**src/rtl/cache_bus_pkg.sv**
```systemverilog
// Shared encodings for the cache memory-port arbiter.
// State, master id and access-size codes.
package cache_bus_pkg;

  typedef enum logic [1:0] {
    S_IDLE = 2'b00,
    S_ADDR = 2'b01,
    S_DATA = 2'b10
  } state_e;

  typedef enum logic {
    M_INST = 1'b0,
    M_DATA = 1'b1
  } master_e;

  localparam logic [1:0] SZ_BYTE = 2'd0;
  localparam logic [1:0] SZ_HALF = 2'd1;
  localparam logic [1:0] SZ_WORD = 2'd2;

endpackage

```
**src/rtl/cache_bus_arbiter_prio.sv**
```systemverilog
// Two-input priority picker: data first, inst
// wins once the data streak is saturated.
module bus_prio_pick
  import cache_bus_pkg::*;
(
  input  logic    inst_req_i,
  input  logic    data_req_i,
  input  logic    streak_full_i,
  output logic    grant_valid_o,
  output master_e grant_id_o
);

  always_comb begin
    grant_valid_o = inst_req_i | data_req_i;
    grant_id_o    = M_DATA;
    if (inst_req_i && (!data_req_i || streak_full_i))
      grant_id_o = M_INST;
  end

endmodule

```
**src/rtl/cache_bus_arbiter.sv**
```systemverilog
// Shares one SRAM-like memory port between the
// inst and data cache miss paths, one txn at a time.
module cache_bus_arbiter
  import cache_bus_pkg::*;
#(
  parameter int STREAK_MAX = 4,
  parameter int CNT_W      = $clog2(STREAK_MAX + 1)
) (
  input  logic        clk,
  input  logic        rst,
  input  logic        inst_req,
  input  logic        inst_wr,
  input  logic [1:0]  inst_size,
  input  logic [31:0] inst_addr,
  input  logic [31:0] inst_wdata,
  output logic [31:0] inst_rdata,
  output logic        inst_addr_ok,
  output logic        inst_data_ok,
  input  logic        data_req,
  input  logic        data_wr,
  input  logic [1:0]  data_size,
  input  logic [31:0] data_addr,
  input  logic [31:0] data_wdata,
  output logic [31:0] data_rdata,
  output logic        data_addr_ok,
  output logic        data_data_ok,
  output logic        mem_req,
  output logic        mem_wr,
  output logic [1:0]  mem_size,
  output logic [31:0] mem_addr,
  output logic [31:0] mem_wdata,
  input  logic [31:0] mem_rdata,
  input  logic        mem_addr_ok,
  input  logic        mem_data_ok
);

  state_e           state_q, state_d;
  master_e          owner_q, owner_d;
  logic [CNT_W-1:0] streak_q, streak_d;

  logic    grant_valid;
  master_e grant_id;
  logic    streak_full;
  logic    sel_req;
  master_e sel_id;
  logic    addr_hs;
  logic    data_hs;

  assign streak_full = (streak_q == CNT_W'(STREAK_MAX));

  bus_prio_pick u_pick (
    .inst_req_i    (inst_req),
    .data_req_i    (data_req),
    .streak_full_i (streak_full),
    .grant_valid_o (grant_valid),
    .grant_id_o    (grant_id)
  );

  always_comb begin
    sel_req = 1'b0;
    sel_id  = owner_q;
    unique case (state_q)
      S_IDLE: begin
        sel_req = grant_valid;
        sel_id  = grant_id;
      end
      S_ADDR:  sel_req = 1'b1;
      default: sel_req = 1'b0;
    endcase
  end

  always_comb begin
    mem_req = sel_req & ~rst;
    if (sel_id == M_DATA) begin
      mem_wr    = data_wr;
      mem_size  = data_size;
      mem_addr  = data_addr;
      mem_wdata = data_wdata;
    end else begin
      mem_wr    = inst_wr;
      mem_size  = inst_size;
      mem_addr  = inst_addr;
      mem_wdata = inst_wdata;
    end
  end

  // Stray data_ok in an idle cycle with no grant is dropped.
  assign addr_hs = mem_addr_ok & mem_req;
  assign data_hs = mem_data_ok & ~rst
                 & ((state_q != S_IDLE) | grant_valid);

  assign inst_addr_ok = addr_hs & (sel_id == M_INST);
  assign data_addr_ok = addr_hs & (sel_id == M_DATA);
  assign inst_data_ok = data_hs & (sel_id == M_INST);
  assign data_data_ok = data_hs & (sel_id == M_DATA);
  assign inst_rdata   = mem_rdata;
  assign data_rdata   = mem_rdata;

  always_comb begin
    state_d  = state_q;
    owner_d  = owner_q;
    streak_d = streak_q;
    unique case (state_q)
      S_IDLE: begin
        if (grant_valid) begin
          owner_d = grant_id;
          if (!addr_hs)        state_d = S_ADDR;
          else if (!data_hs)   state_d = S_DATA;
        end
      end
      S_ADDR: begin
        if (addr_hs)
          state_d = data_hs ? S_IDLE : S_DATA;
      end
      S_DATA: begin
        if (mem_data_ok) state_d = S_IDLE;
      end
      default: state_d = S_IDLE;
    endcase
    if (addr_hs) begin
      if (sel_id == M_DATA && inst_req)
        streak_d = streak_full ? streak_q : streak_q + 1'b1;
      else
        streak_d = '0;
    end
  end

  always_ff @(posedge clk) begin
    if (rst) begin
      state_q  <= S_IDLE;
      owner_q  <= M_DATA;
      streak_q <= '0;
    end else begin
      state_q  <= state_d;
      owner_q  <= owner_d;
      streak_q <= streak_d;
    end
  end

endmodule

```
**config.mk**
```make
export PLATFORM = sky130hd
export DESIGN_NAME = cache_bus_arbiter
export DESIGN_NICKNAME = d
export VERILOG_FILES = /design/src/rtl/cache_bus_pkg.sv /design/src/rtl/cache_bus_arbiter_prio.sv /design/src/rtl/cache_bus_arbiter.sv
export SDC_FILE = /design/constraint.sdc
export NUM_CORES = 1
export LEC_CHECK = 0
export CAP_MARGIN = 25
export CORE_AREA = 8 8 113 115
export CTS_CLUSTER_SIZE = 8
export DETAILED_ROUTE_END_ITERATION = 10
export DIE_AREA = 0 0 121 123
export PLACE_DENSITY = 0.69
export SYNTH_ARGS = -nofsm -noshare
export SYNTH_HDL_FRONTEND = slang
export SYNTH_SLANG_ARGS = --single-unit
```
**constraint.sdc**
```tcl
create_clock -name clk -period 6.1 [get_ports clk]
set_clock_uncertainty 0.2 [all_clocks]
set_input_delay 1.525 -clock clk [delete_from_list [all_inputs] [get_ports clk]]
set_output_delay 1.525 -clock clk [all_outputs]
set_load 0.005 [all_outputs]
```
==> run summary <==
Outcome: finished, final reports clean
Clk root buf: clkbuf_16
Syn Inst Count: 187
Fillers: 1140
Vias in the first global route: 2025
Final HPWL DP: 8760 um
Actual slew at the worst max-slew pin: 0.346 ns
GRT busiest layer: met2
Met3 usage: 4.98%
N_diodes: 0
PwrDens: 120 nW/um2
Pre-antenna DRT Iters: 4
Critical path buffer and inverter count: 3
CP cell instances: clkdlybuf4s50_1 -> a21bo_2 -> a2bb2oi_4 -> buf_4 -> mux2_1 -> clkdlybuf4s50_1
Initial Util: 15.7%
Largest net degree at the start of global routing: 47
Dominant cells by area after synthesis: mux2_2 (30%), buf_4 (28%), mux2_1 (14%)
Setup CP Type: in2out
Dpl ws: 0.684 ns
Synthesized flop and latch total: 6
Grt met2 use: 21.5%
CP required: 4.38 ns
Yosys warnings: 0
Port Buffer Count: 211
Slowest stage cell, crit path: clkdlybuf4s50_1
Cts repair resizes: 0
DR WL/cell: 21.1 um
Core area: 11100 um2
Post-Layout Cell Count: 475
Die ar.: 14900 um2
# DRC: 0
Final min period: 5.42 ns
Clock-pin slew on the worst setup and hold paths: 0.03 ns
IO Pins: 308
Commonest cells in the netlist: buf_4 (64), mux2_2 (47), mux2_1 (21), buf_6 (7)
Max Fclk: 185 MHz
GP Congestion: 0.859
Via count: 1874
First-pass GRT wire length: 13700 um
CP arrival: 3.69 ns
Worst Reg-to-Reg Cells: 7
Pleak: 1.31 nW
Clock sink count: 6
Clk_lat worst skew: 0.23 ns
Synth Flop Type: dfxtp_1
Hold Crit Depth: 2
Crit path max fanout: 25
Mapped Area: 1740 um2
Final setup viols: 0
Die Span X: 121 um
Max VDD drop: 161 uV
Post-synth EDFFs: 0
Hold slack: 0.321 ns
GR Overflow Total: 0
CTS Buf Count: 3
Final hold violations: 0
Setup TNS: 0 ns
Row cnt: 39
CP Capture Type: output port
Most numerous cell in the Yosys netlist: buf_4
Avg Vias per Cell: 3.95
CTS tree: done
Syn Nets: 361
Post-synth ARST share: 0%
Setup ws final: 0.680 ns
Stages on worst setup path: 6
Max cap viols: 0
Unrepaired setup endpoints after global routing: false
Largest delay contributor family on the critical path: buffers and inverters
Final Cycle Share: 88.8%
Top-area cell type share of the netlist area: 30.4%
Syn Area/Cell: 9.31 um2
Final slew viol count: 0
Post-Place Cells: 472
Aggregate global-route resource usage: 12.3%
Hold Crit Class: reg2reg
Final wirelength: 10000 um
Detailed Route Iter0 Violations: 40
ANT nets after route: 0
Routing usage on met1: 13.1%
Htree depth: 1
Die Span Y: 123 um
CP max stage delay: 0.52 ns
Max-slew headroom: 76.9%
Initial antenna violation count: 0
Buffers inserted by post-CTS timing repair: 0
Final Net Count: 508
Yosys cell types: 29
Synth area leader: mux2_2
Area grow syn2layout: 105%
CTS max path bufs: 2
Layout cell share with drive strength beyond 1: 18.1%
Hold Buf Count CTS: 0
Startpoint class of the critical path: input port
Post-synthesis sequential area ratio: 6.90%
Most used cell, CP: clkdlybuf4s50_1
[worst register-to-register path: stages (launching register included)]
cell	delay [ns]
dfxtp_1	0.36
inv_1	0.06
ha_1	0.24
a21bo_2	0.25
a2bb2oi_4	0.16
buf_4	0.35
a21oi_1	0.19
nor4_2	0.25
[power breakdown]
| part | switching [mW] | internal (mW) |
|---|---|---|
| logic | 0.0812 | 0.194 |
| registers | 0.00251 | 0.0414 |
| clock network | 0.0242 | 0.0843 |
| total | 0.108 | 0.320 |
[placed cells by master (no fill, tap or decap), drive strengths merged, types with 2 or more instances in the layout]
master         instances
clkdlybuf4s50        211
mux2                  68
nor2                   7
dfxtp                  6
a21oi                  5
nand2                  4
clkbuf                 3
inv                    2
and2                   2
o21bai                 2
nor4                   2
nor3                   2
ha                     2
nor3b                  2
buf                    2
[final timing paths]
kind                                   from       endpoint  slack (ns)
worst max register to register  streak_q[0]    streak_q[2]        3.96
worst min register to register  streak_q[0]    streak_q[0]        0.32
worst max-delay path               data_req  mem_wdata[30]        0.68
worst min-delay path            streak_q[0]    streak_q[0]        0.32
[metal layers]
metal | vias to the layer above | routed length, um
li1 | 885 | -
met1 | 835 | 3680
met2 | 123 | 5030
met3 | 31 | 1080
met4 | 0 | 246
met5 | - | 0
[flip-flops by register name, indices dropped and copies added, names as in the netlist]
name and cells:
state_q 2, streak_q 3, owner_q 1
[logic make-up (layout without fill, tap and decap cells)]
family          count (synthesis)  after routing  synth area share, %
compound gates                 12             12                 5.61
mux                            68             68                 44.0
flops                           6              6                 6.90
simple gates                   26             26                 9.49
buf+inv                        73            218                 32.6
fa+ha+maj                       2              2                 1.44
[metrics by stage]
stage	utilization, %	area, um2	total power, mW
final	32.3	3570	0.428
after global placement	31.6	3500	0.322
after detailed placement	31.6	3500	0.323
after CTS	32.3	3570	0.435
after floorplan	-	1740	0.164
after global routing	32.3	3570	0.450
[layout make-up]
cell class              instances  area, um2  area share [%]
clock buffers                   3       75.1            2.10
inverters                       2       7.51           0.210
multi-input cells             108       1050            29.5
flip-flops and latches          6        120            3.36
well taps                     143        179            5.01
repair buffers                213       2140            59.9
Note: power is estimated with default switching activity, not from simulation.
